## src/rtl/cim_pkg.sv

```systemverilog
// Shared definitions for the CIM filter issue path: state encoding,
// index-width derivation and the default decoder timeout.
package cim_pkg;

  localparam int unsigned MAX_WAIT_DEFAULT = 100;

  typedef enum logic [2:0] {
    ST_IDLE,
    ST_ISSUE,
    ST_WAIT,
    ST_COMPUTE,
    ST_DONE
  } state_e;

  // Index width for an output-channel count; never narrower than one bit.
  function automatic int unsigned bit_out_ch(input int unsigned out_ch);
    return (out_ch > 1) ? $clog2(out_ch) : 1;
  endfunction

endpackage

```

## src/rtl/slot_index_gen.sv

```systemverilog
// Packs the filter indices of one group into per-slot fields and flags
// which slots hold a real filter of the current layer.
module slot_index_gen
  import cim_pkg::*;
#(
  parameter int unsigned G          = 1,
  parameter int unsigned BIT_OUT_CH = 6,
  parameter int unsigned GRP_W      = 7
) (
  input  logic [GRP_W-1:0]        group,
  input  logic [BIT_OUT_CH:0]     num_och,
  output logic [G*BIT_OUT_CH-1:0] which_filter_c,
  output logic [G-1:0]            slot_mask_c
);

  always_comb begin
    which_filter_c = '0;
    slot_mask_c    = '0;
    for (int unsigned k = 0; k < G; k++) begin
      if ((32'(group) * G + k) < 32'(num_och)) begin
        which_filter_c[k*BIT_OUT_CH +: BIT_OUT_CH] = BIT_OUT_CH'(32'(group) * G + k);
        slot_mask_c[k] = 1'b1;
      end
    end
  end

endmodule

```

## src/rtl/filter_issue_ctrl.sv

```systemverilog
// Walks a layer's output-channel filters group by group: issues each group
// to the filter decoder, waits for its response, then holds a compute window.
module filter_issue_ctrl
  import cim_pkg::*;
#(
  parameter int unsigned NUM_MACRO      = 1,
  parameter int unsigned MAX_NUM_FILTER = 1,
  parameter int unsigned OUT_CH         = 64,
  parameter int unsigned MAX_WAIT       = MAX_WAIT_DEFAULT,
  localparam int unsigned BIT_OUT_CH    = bit_out_ch(OUT_CH),
  localparam int unsigned G             = NUM_MACRO * MAX_NUM_FILTER
) (
  input  logic                    clk,
  input  logic                    rst_n,
  input  logic                    start,
  input  logic [BIT_OUT_CH:0]     layer_och,
  input  logic [7:0]              compute_cycles,
  input  logic                    dec_out_valid,
  output logic                    in_valid,
  output logic [G*BIT_OUT_CH-1:0] WHICH_FILTER,
  output logic [G-1:0]            slot_mask,
  output logic                    compute_en,
  output logic                    busy,
  output logic                    done,
  output logic                    err
);

  localparam int unsigned OCH_W     = BIT_OUT_CH + 1;
  localparam int unsigned GRP_W     = BIT_OUT_CH + 1;
  localparam int unsigned WAIT_BITS = $clog2(MAX_WAIT + 1);
  localparam int unsigned CNT_W     = (WAIT_BITS > 8) ? WAIT_BITS : 8;

  state_e                  state_q, state_d;
  logic [GRP_W-1:0]        group_q, group_d;
  logic [OCH_W-1:0]        och_q, och_d;
  logic [7:0]              cc_q, cc_d;
  logic [CNT_W-1:0]        cnt_q, cnt_d;
  logic                    err_q, err_d;

  logic                    in_valid_q, in_valid_d;
  logic [G*BIT_OUT_CH-1:0] which_filter_q, which_filter_d;
  logic [G-1:0]            slot_mask_q, slot_mask_d;
  logic                    compute_en_q, compute_en_d;
  logic                    busy_q, busy_d;
  logic                    done_q, done_d;

  logic                    last_grp_c;
  logic [OCH_W-1:0]        och_clamped_c;
  logic [G*BIT_OUT_CH-1:0] wf_c;
  logic [G-1:0]            mask_c;

  assign last_grp_c = ((32'(group_q) + 32'd1) * G) >= 32'(och_q);

  // Zero channels means one; anything past the array size saturates.
  always_comb begin
    och_clamped_c = layer_och;
    if (layer_och == '0)                       och_clamped_c = OCH_W'(1);
    else if (32'(layer_och) > OUT_CH)          och_clamped_c = OCH_W'(OUT_CH);
  end

  always_comb begin : next_state
    state_d = state_q;
    group_d = group_q;
    och_d   = och_q;
    cc_d    = cc_q;
    cnt_d   = cnt_q;
    err_d   = err_q;
    unique case (state_q)
      ST_IDLE: begin
        if (start) begin
          state_d = ST_ISSUE;
          group_d = '0;
          och_d   = och_clamped_c;
          cc_d    = (compute_cycles == 8'd0) ? 8'd1 : compute_cycles;
          err_d   = 1'b0;
        end
      end
      ST_ISSUE: begin
        state_d = ST_WAIT;
        cnt_d   = '0;
      end
      ST_WAIT: begin
        if (dec_out_valid) begin
          state_d = ST_COMPUTE;
          cnt_d   = '0;
        end else if (cnt_q == CNT_W'(MAX_WAIT - 1)) begin
          state_d = ST_IDLE;
          err_d   = 1'b1;
        end else begin
          cnt_d = cnt_q + CNT_W'(1);
        end
      end
      ST_COMPUTE: begin
        if (cnt_q == CNT_W'(cc_q - 8'd1)) begin
          if (last_grp_c) begin
            state_d = ST_DONE;
          end else begin
            state_d = ST_ISSUE;
            group_d = group_q + GRP_W'(1);
          end
        end else begin
          cnt_d = cnt_q + CNT_W'(1);
        end
      end
      ST_DONE:  state_d = ST_IDLE;
      default:  state_d = ST_IDLE;
    endcase
  end

  slot_index_gen #(
    .G          (G),
    .BIT_OUT_CH (BIT_OUT_CH),
    .GRP_W      (GRP_W)
  ) u_slot_index_gen (
    .group          (group_d),
    .num_och        (och_d),
    .which_filter_c (wf_c),
    .slot_mask_c    (mask_c)
  );

  // Outputs are decoded from the next state so they line up with it once registered.
  always_comb begin : output_decode
    in_valid_d     = (state_d == ST_ISSUE);
    compute_en_d   = (state_d == ST_COMPUTE);
    busy_d         = (state_d != ST_IDLE);
    done_d         = (state_d == ST_DONE);
    which_filter_d = (state_d == ST_ISSUE) ? wf_c : '0;
    slot_mask_d    = '0;
    if (state_d == ST_ISSUE || state_d == ST_WAIT || state_d == ST_COMPUTE) begin
      slot_mask_d = mask_c;
    end
  end

  always_ff @(posedge clk) begin
    if (!rst_n) begin
      state_q        <= ST_IDLE;
      group_q        <= '0;
      och_q          <= '0;
      cc_q           <= '0;
      cnt_q          <= '0;
      err_q          <= 1'b0;
      in_valid_q     <= 1'b0;
      which_filter_q <= '0;
      slot_mask_q    <= '0;
      compute_en_q   <= 1'b0;
      busy_q         <= 1'b0;
      done_q         <= 1'b0;
    end else begin
      state_q        <= state_d;
      group_q        <= group_d;
      och_q          <= och_d;
      cc_q           <= cc_d;
      cnt_q          <= cnt_d;
      err_q          <= err_d;
      in_valid_q     <= in_valid_d;
      which_filter_q <= which_filter_d;
      slot_mask_q    <= slot_mask_d;
      compute_en_q   <= compute_en_d;
      busy_q         <= busy_d;
      done_q         <= done_d;
    end
  end

  assign in_valid     = in_valid_q;
  assign WHICH_FILTER = which_filter_q;
  assign slot_mask    = slot_mask_q;
  assign compute_en   = compute_en_q;
  assign busy         = busy_q;
  assign done         = done_q;
  assign err          = err_q;

endmodule

```

## config.mk

```make
export PLATFORM = sky130hd
export DESIGN_NAME = filter_issue_ctrl
export DESIGN_NICKNAME = d
export VERILOG_FILES = /design/src/rtl/cim_pkg.sv /design/src/rtl/slot_index_gen.sv /design/src/rtl/filter_issue_ctrl.sv
export SDC_FILE = /design/constraint.sdc
export NUM_CORES = 1
export LEC_CHECK = 0
export ABC_CLOCK_PERIOD_IN_PS = 4300
export BUFFER_PORTS_ARGS = -buffer_cell sky130_fd_sc_hd__buf_2
export CAP_MARGIN = 20
export CORE_UTILIZATION = 40
export CTS_CLUSTER_DIAMETER = 60
export DETAILED_ROUTE_END_ITERATION = 8
export PLACE_DENSITY = 0.57
export SLEW_MARGIN = 0
export SYNTH_ARGS = -nofsm -noshare
export SYNTH_HDL_FRONTEND = slang
export SYNTH_HIERARCHICAL = 1
export SYNTH_SLANG_ARGS = --single-unit
export TNS_END_PERCENT = 30
```

## constraint.sdc

```tcl
create_clock -name clk -period 4.3 [get_ports clk]
set_input_delay 0.86 -clock clk [delete_from_list [all_inputs] [get_ports clk]]
set_output_delay 0.86 -clock clk [all_outputs]
set_load 0.02 [all_outputs]
```

After elaboration in Yosys (flattened, before gate mapping). Index checks and enable logic that the tools add are counted.

Output and inout port bits: 12. Bits of input ports: 19. Register bits after elaboration: 45.

Multiplexer cells: 24. $add $sub $neg: 4. $lt $le $gt $ge: 3. Reductions and logical operators: 13. Eq/ne operators: 14.

Operators by type and width (count): $mux 7 (7); $mux 8 (4); $pmux 8 s3 (1); $mux 3 (5); $pmux 7 s2 (1); $eq 3x2->1 const B (4); $pmux 3 s4 (1); $add 7x1->8 const B (1); $add 8x1->8 const B (1); $eq 8x7->1 const B (1); $eq 8x8->1 (1); $ge 8x7->1 (1); $logic_not 8->1 (1); $ne 2x2->1 const B (4); $sub 8x1->8 const B (1); $add 7x1->7 const B (1); $gt 7x7->1 const B (1); $logic_not 7->1 (1); $lt 7x7->1 (1); $eq 3x1->1 const B (2); $reduce_and 3->1 (2); $reduce_bool 3->1 (2); $mux 1 (4); $reduce_and 2->1 (2); 7 further kinds (8).

Longest topological paths before layout.
Word-level depth: 9. Depth in mapped cells: 18. Depth with buffers taken out: 16.

Hierarchy. The synthesis kept the hierarchy.

Modules (own cells, without submodules): filter_issue_ctrl (cells each 314, area each 2573.7 um^2, times used 1, seq. area each 900.9 um^2); slot_index_gen (cells each 35, area each 234.0 um^2, times used 1, seq. area each 0.0 um^2).

Worst setup path after synthesis. OpenSTA, ideal clock, no wires.

Path type: reg-to-reg. Start point: register group_q[2]. End point: register which_filter_q[0] (netlist: WHICH_FILTER[0]). Path slack: 0.676 ns. Arrival: 3.544 ns. Buffers on the path: 2. Required time: 4.220 ns. Stages on the path, launching flop included: 18. Cells stage by stage: dfxtp_1 -> clkbuf_1 -> nand3_1 -> or3_1 -> nand2_1 -> ha_1 -> a21oi_1 -> nor2b_1 -> a311o_1 -> a211oi_1 -> buf_2 -> a21oi_1 -> or2_2 -> ha_1 -> a21oi_2 -> o21ai_2 -> a211oi_1 -> nor3b_1.

Word-level cells in the longest chain between the ends: 7.

RTL lines: from (decl) (line filter_issue_ctrl.sv:34) `logic [GRP_W-1:0] group_q, group_d;`; from (signal assigned) (line filter_issue_ctrl.sv:150) `group_q <= group_d;`; $add 7x1->8 (line filter_issue_ctrl.sv:52) `assign last_grp_c = ((32'(group_q) + 32'd1) * G) >= 32'(och_q);`; $ge 8x7->1 (line filter_issue_ctrl.sv:52); $mux 7 * (line filter_issue_ctrl.sv:95) `if (last_grp_c) begin`; $mux 7 * (line filter_issue_ctrl.sv:94) `if (cnt_q == CNT_W'(cc_q - 8'd1)) begin`; $pmux 7 s2 * (line filter_issue_ctrl.sv:68) `unique case (state_q)`; named net group_d[6] (line filter_issue_ctrl.sv:34); $lt 7x7->1 * (line slot_index_gen.sv:20) `if ((32'(group) * G + k) < 32'(num_och)) begin`; $reduce_and 3->1 (no line) *; to (signal assigned) (line filter_issue_ctrl.sv:156) `which_filter_q <= which_filter_d;`; to (decl) (line filter_issue_ctrl.sv:41) `logic [G*BIT_OUT_CH-1:0] which_filter_q, which_filter_d;`.

Mark *: on every way through the listed nets, which the timed path passes. The rest lies on a longest branch. A chain may end at the register's enable or synchronous reset.

Worst setup path in the final report.
Start point: register cc_q[0]. End point: register which_filter_q[2] (netlist: WHICH_FILTER[2]).

Word-level cells in the longest chain between the ends: 6.

RTL lines: from (decl) (line filter_issue_ctrl.sv:36) `logic [7:0] cc_q, cc_d;`; from (signal assigned) (line filter_issue_ctrl.sv:139) `cc_q <= '0;`; from (signal assigned) (line filter_issue_ctrl.sv:152) `cc_q <= cc_d;`; $sub 8x1->8 (line filter_issue_ctrl.sv:94); $eq 8x8->1 (line filter_issue_ctrl.sv:94); $mux 7 (line filter_issue_ctrl.sv:94); $pmux 7 s2 (line filter_issue_ctrl.sv:68); named net group_d[4] (line filter_issue_ctrl.sv:34); $lt 7x7->1 (line slot_index_gen.sv:20); $reduce_and 3->1 (no line).

The timed path passes the listed nets, and every way through them passes these cells.

==> run summary <==
Fin crit share: 0.901
Seq/Total Area, Yosys: 0.321
Final setup TNS: 0 ns
Chip Height: 85.8 um
Die area: 7360 um^2
Largest net degree at the start of global routing: 23
Syn. warnings: 6
First-pass GRT wire length: 10.9 mm
Pwr dens: 292 nW/um^2
Critical path, cell by cell: inv_1 > ha_1 > and2_1 > o21a_1 > o31ai_1 > o2111a_1 > mux2i_1 > nand2_1 > ha_1 > a21oi_1 > o21ai_2 > a211oi_1 > nor3b_1
Worst slew pin tran: 0.804 ns
EDFF count, synth: 0
Antenna-violating nets left: 0
Critical path's most frequent cell: ha_1
Worst EP arrival: 4.09 ns
Initial antenna violation count: 0
Root Driver: clkbuf_8
CP max-delay cell: o2111a_1
Area growth syn-to-layout: 11.6%
Worst Hold Class: flop to flop
Mapped Area: 2810 um^2
Vias in the first global route: 2268
Sink Count: 45
Crit path max-delay family: compound AO/OA/AOI/OAI gates
Synth Instances: 349
CP bufs+invs: 1
Routed Wire Length: 6.33 mm
Cells after DPL: 461
RD Place Congestion: 0.790
Highest metal layer with signal wires: met4
DRT Pass-1 Iters: 4
HPWL after DPL: 4.73 mm
Main flop type after synthesis: dfxtp_1
Crit start category: flop
Max incr delay on CP: 0.76 ns
Hold Vio Cnt, Final: 0
Peak supply drop: 108 uV
Wl on met1: 3.32 mm
Worst Skew: 0.00955 ns
Die X: 85.8 um
ANT cells: 0
Final Non-Filler Cells: 469
Syn Nets: 384
Met2 wire length: 2.81 mm
Hold Buf Count CTS: 0
Core box area: 6790 um^2
Fmax: 258 MHz
#FFs+latches synth: 45
Mapped Avg Cell Area: 8.04 um^2
Clk pin slew, worst setup/hold paths: 0.09 ns
Synth cell types: 50
Leakage: 1.25 nW
Routed via count: 2448
IO buf count: 30
Setup crit end kind: flop
TritonCTS clock tree: done
Starting Density: 0.413
Outcome: completed
Final Slew Violations: 0
Drt wl/cell: 13.5 um
Via density: 5.22
Async S/R FF share, synth: 0
DRC: 0
Longest Clk Path Bufs: 2
Share of cells above drive strength 1: 0.153
Top-Level Pins: 31
Minimum clock period: 3.87 ns
Worst skew pair latency: 0.31 ns
Final setup fails: 0
RSZ-0062 raised after global routing: false
Worst setup path category: flop to flop
Post-cts resize count: 0
DRT iter0 DRCs: 94
Max cap viols: 0
Met3 WL post-DR: 141 um
Global route total overflow: 0
Max H-tree Level: 2
Gr usage total: 0.188
Final nets: 407
CTS Buf Count: 5
# Post-CTS Setup Buffers: 0
Standard-cell rows: 30
CP Max Fanout: 18
WP data required: 4.52 ns
Slew headroom: 0.463
## where the power goes
| group | switching [W] | internal [W] | total, W |
|---|---|---|---|
| Sequential | 0.0000172 | 0.000433 | 0.000450 |
| Combinational | 0.000108 | 0.0000671 | 0.000175 |
| Clock | 0.000146 | 0.000145 | 0.000291 |
| Total | 0.000271 | 0.000645 | 0.000916 |
## metal layers
layer	vias up	GRT usage
li1	1275	-
met1	1136	0.260
met2	32	0.302
met3	5	0.0298
met4	0	0.0591
met5	-	0
## sequential cells by signal, indices dropped and copies added (netlist names)
signal / count
cc_q: 8
cnt_q: 8
group_q: 7
och_q: 7
WHICH_FILTER: 6
state_q: 3
busy: 1
compute_en: 1
done: 1
err: 1
in_valid: 1
slot_mask: 1
## stage by stage
step                      setup WS (ns)   util  total power [W]  instance area (um^2)  hold slack (ns)
after floorplan                   0.676      -         0.000589                  2810            0.448
after global placement            0.539  0.445         0.000631                  3020            0.448
after detailed placement          0.405  0.445         0.000634                  3020            0.452
after CTS                         0.346  0.459         0.000931                  3120            0.471
after global routing             0.0223  0.461         0.000971                  3130            0.487
final                             0.425  0.461         0.000916                  3130            0.461
## synthesized netlist by cell type (2+ instances only)
| master | count | area share |
|---|---|---|
| a211oi_1 | 11 | 0.029 |
| a21oi_1 | 27 | 0.048 |
| a21oi_2 | 2 | 0.0062 |
| and2_1 | 12 | 0.027 |
| and3_1 | 4 | 0.0089 |
| clkbuf_1 | 13 | 0.017 |
| dfxtp_1 | 45 | 0.32 |
| ha_1 | 16 | 0.071 |
| inv_1 | 24 | 0.032 |
| mux2i_1 | 11 | 0.039 |
| nand2_1 | 49 | 0.066 |
| nand2b_1 | 8 | 0.018 |
| nand3_1 | 9 | 0.016 |
| nand3b_1 | 6 | 0.016 |
| nor2_1 | 13 | 0.017 |
| nor2b_1 | 5 | 0.011 |
| nor3_1 | 10 | 0.018 |
| nor3b_1 | 9 | 0.024 |
| nor4_1 | 5 | 0.011 |
| o2111a_1 | 2 | 0.0080 |
| o2111ai_1 | 2 | 0.0062 |
| o211ai_1 | 2 | 0.0053 |
| o21a_1 | 7 | 0.019 |
| o21ai_0 | 11 | 0.020 |
| o21ai_2 | 2 | 0.0062 |
| o31ai_1 | 2 | 0.0053 |
| or2_2 | 5 | 0.011 |
| or3_1 | 3 | 0.0067 |
| or4_1 | 2 | 0.0053 |
| xnor2_1 | 9 | 0.028 |
| xor2_1 | 4 | 0.012 |
## cell type report
type / instances / area (um^2)
flip-flops and latches: 45 / 902
multi-input cells: 264 / 1760
well taps: 96 / 120
repair buffers: 32 / 165
inverters: 24 / 90.1
clock inverters: 1 / 5.00
clock buffers: 7 / 96.3
fillers: 694 / 3660
## cell usage in the layout, fill, tap and decap left out, types with 5 or more instances in the layout
cell type / count
a211oi_1: 10
a21oi_1: 27
and2_1: 12
buf_2: 30
clkbuf_8: 7
dfxtp_1: 44
ha_1: 15
inv_1: 24
mux2i_1: 10
nand2_1: 49
nand2b_1: 8
nand3_1: 9
nand3b_1: 6
nor2_1: 13
nor2b_1: 5
nor3_1: 10
nor3b_1: 9
nor4_1: 5
o21a_1: 7
o21ai_0: 11
or2_2: 5
xnor2_1: 9
## cell families after synthesis
logic type,share of synthesized area
flops,0.321
xor+xnor,0.0406
simple gates,0.269
compound gates,0.201
buf+inv,0.0579
mux,0.0392
fa+ha+maj,0.0713
## worst min-delay path, delay by kind of cell, from the launching register on
| family | cells | cell delay, ns |
|---|---|---|
| flip-flops | 1 | 0.32 |
| AND/OR/NAND/NOR | 1 | 0.05 |
| AO/OA/AOI/OAI | 1 | 0.05 |
## final timing paths
path / start / end / slack, ns / depth (start not counted)
worst min-delay path: err / err / 0.46 / 2
worst min register to register: err / err / 0.46 / 2
worst max-delay path: cc_q[0] / WHICH_FILTER[2] / 0.43 / 13
worst max register to register: cc_q[0] / WHICH_FILTER[2] / 0.43 / 13
Note: power is estimated with default switching activity, not from simulation.
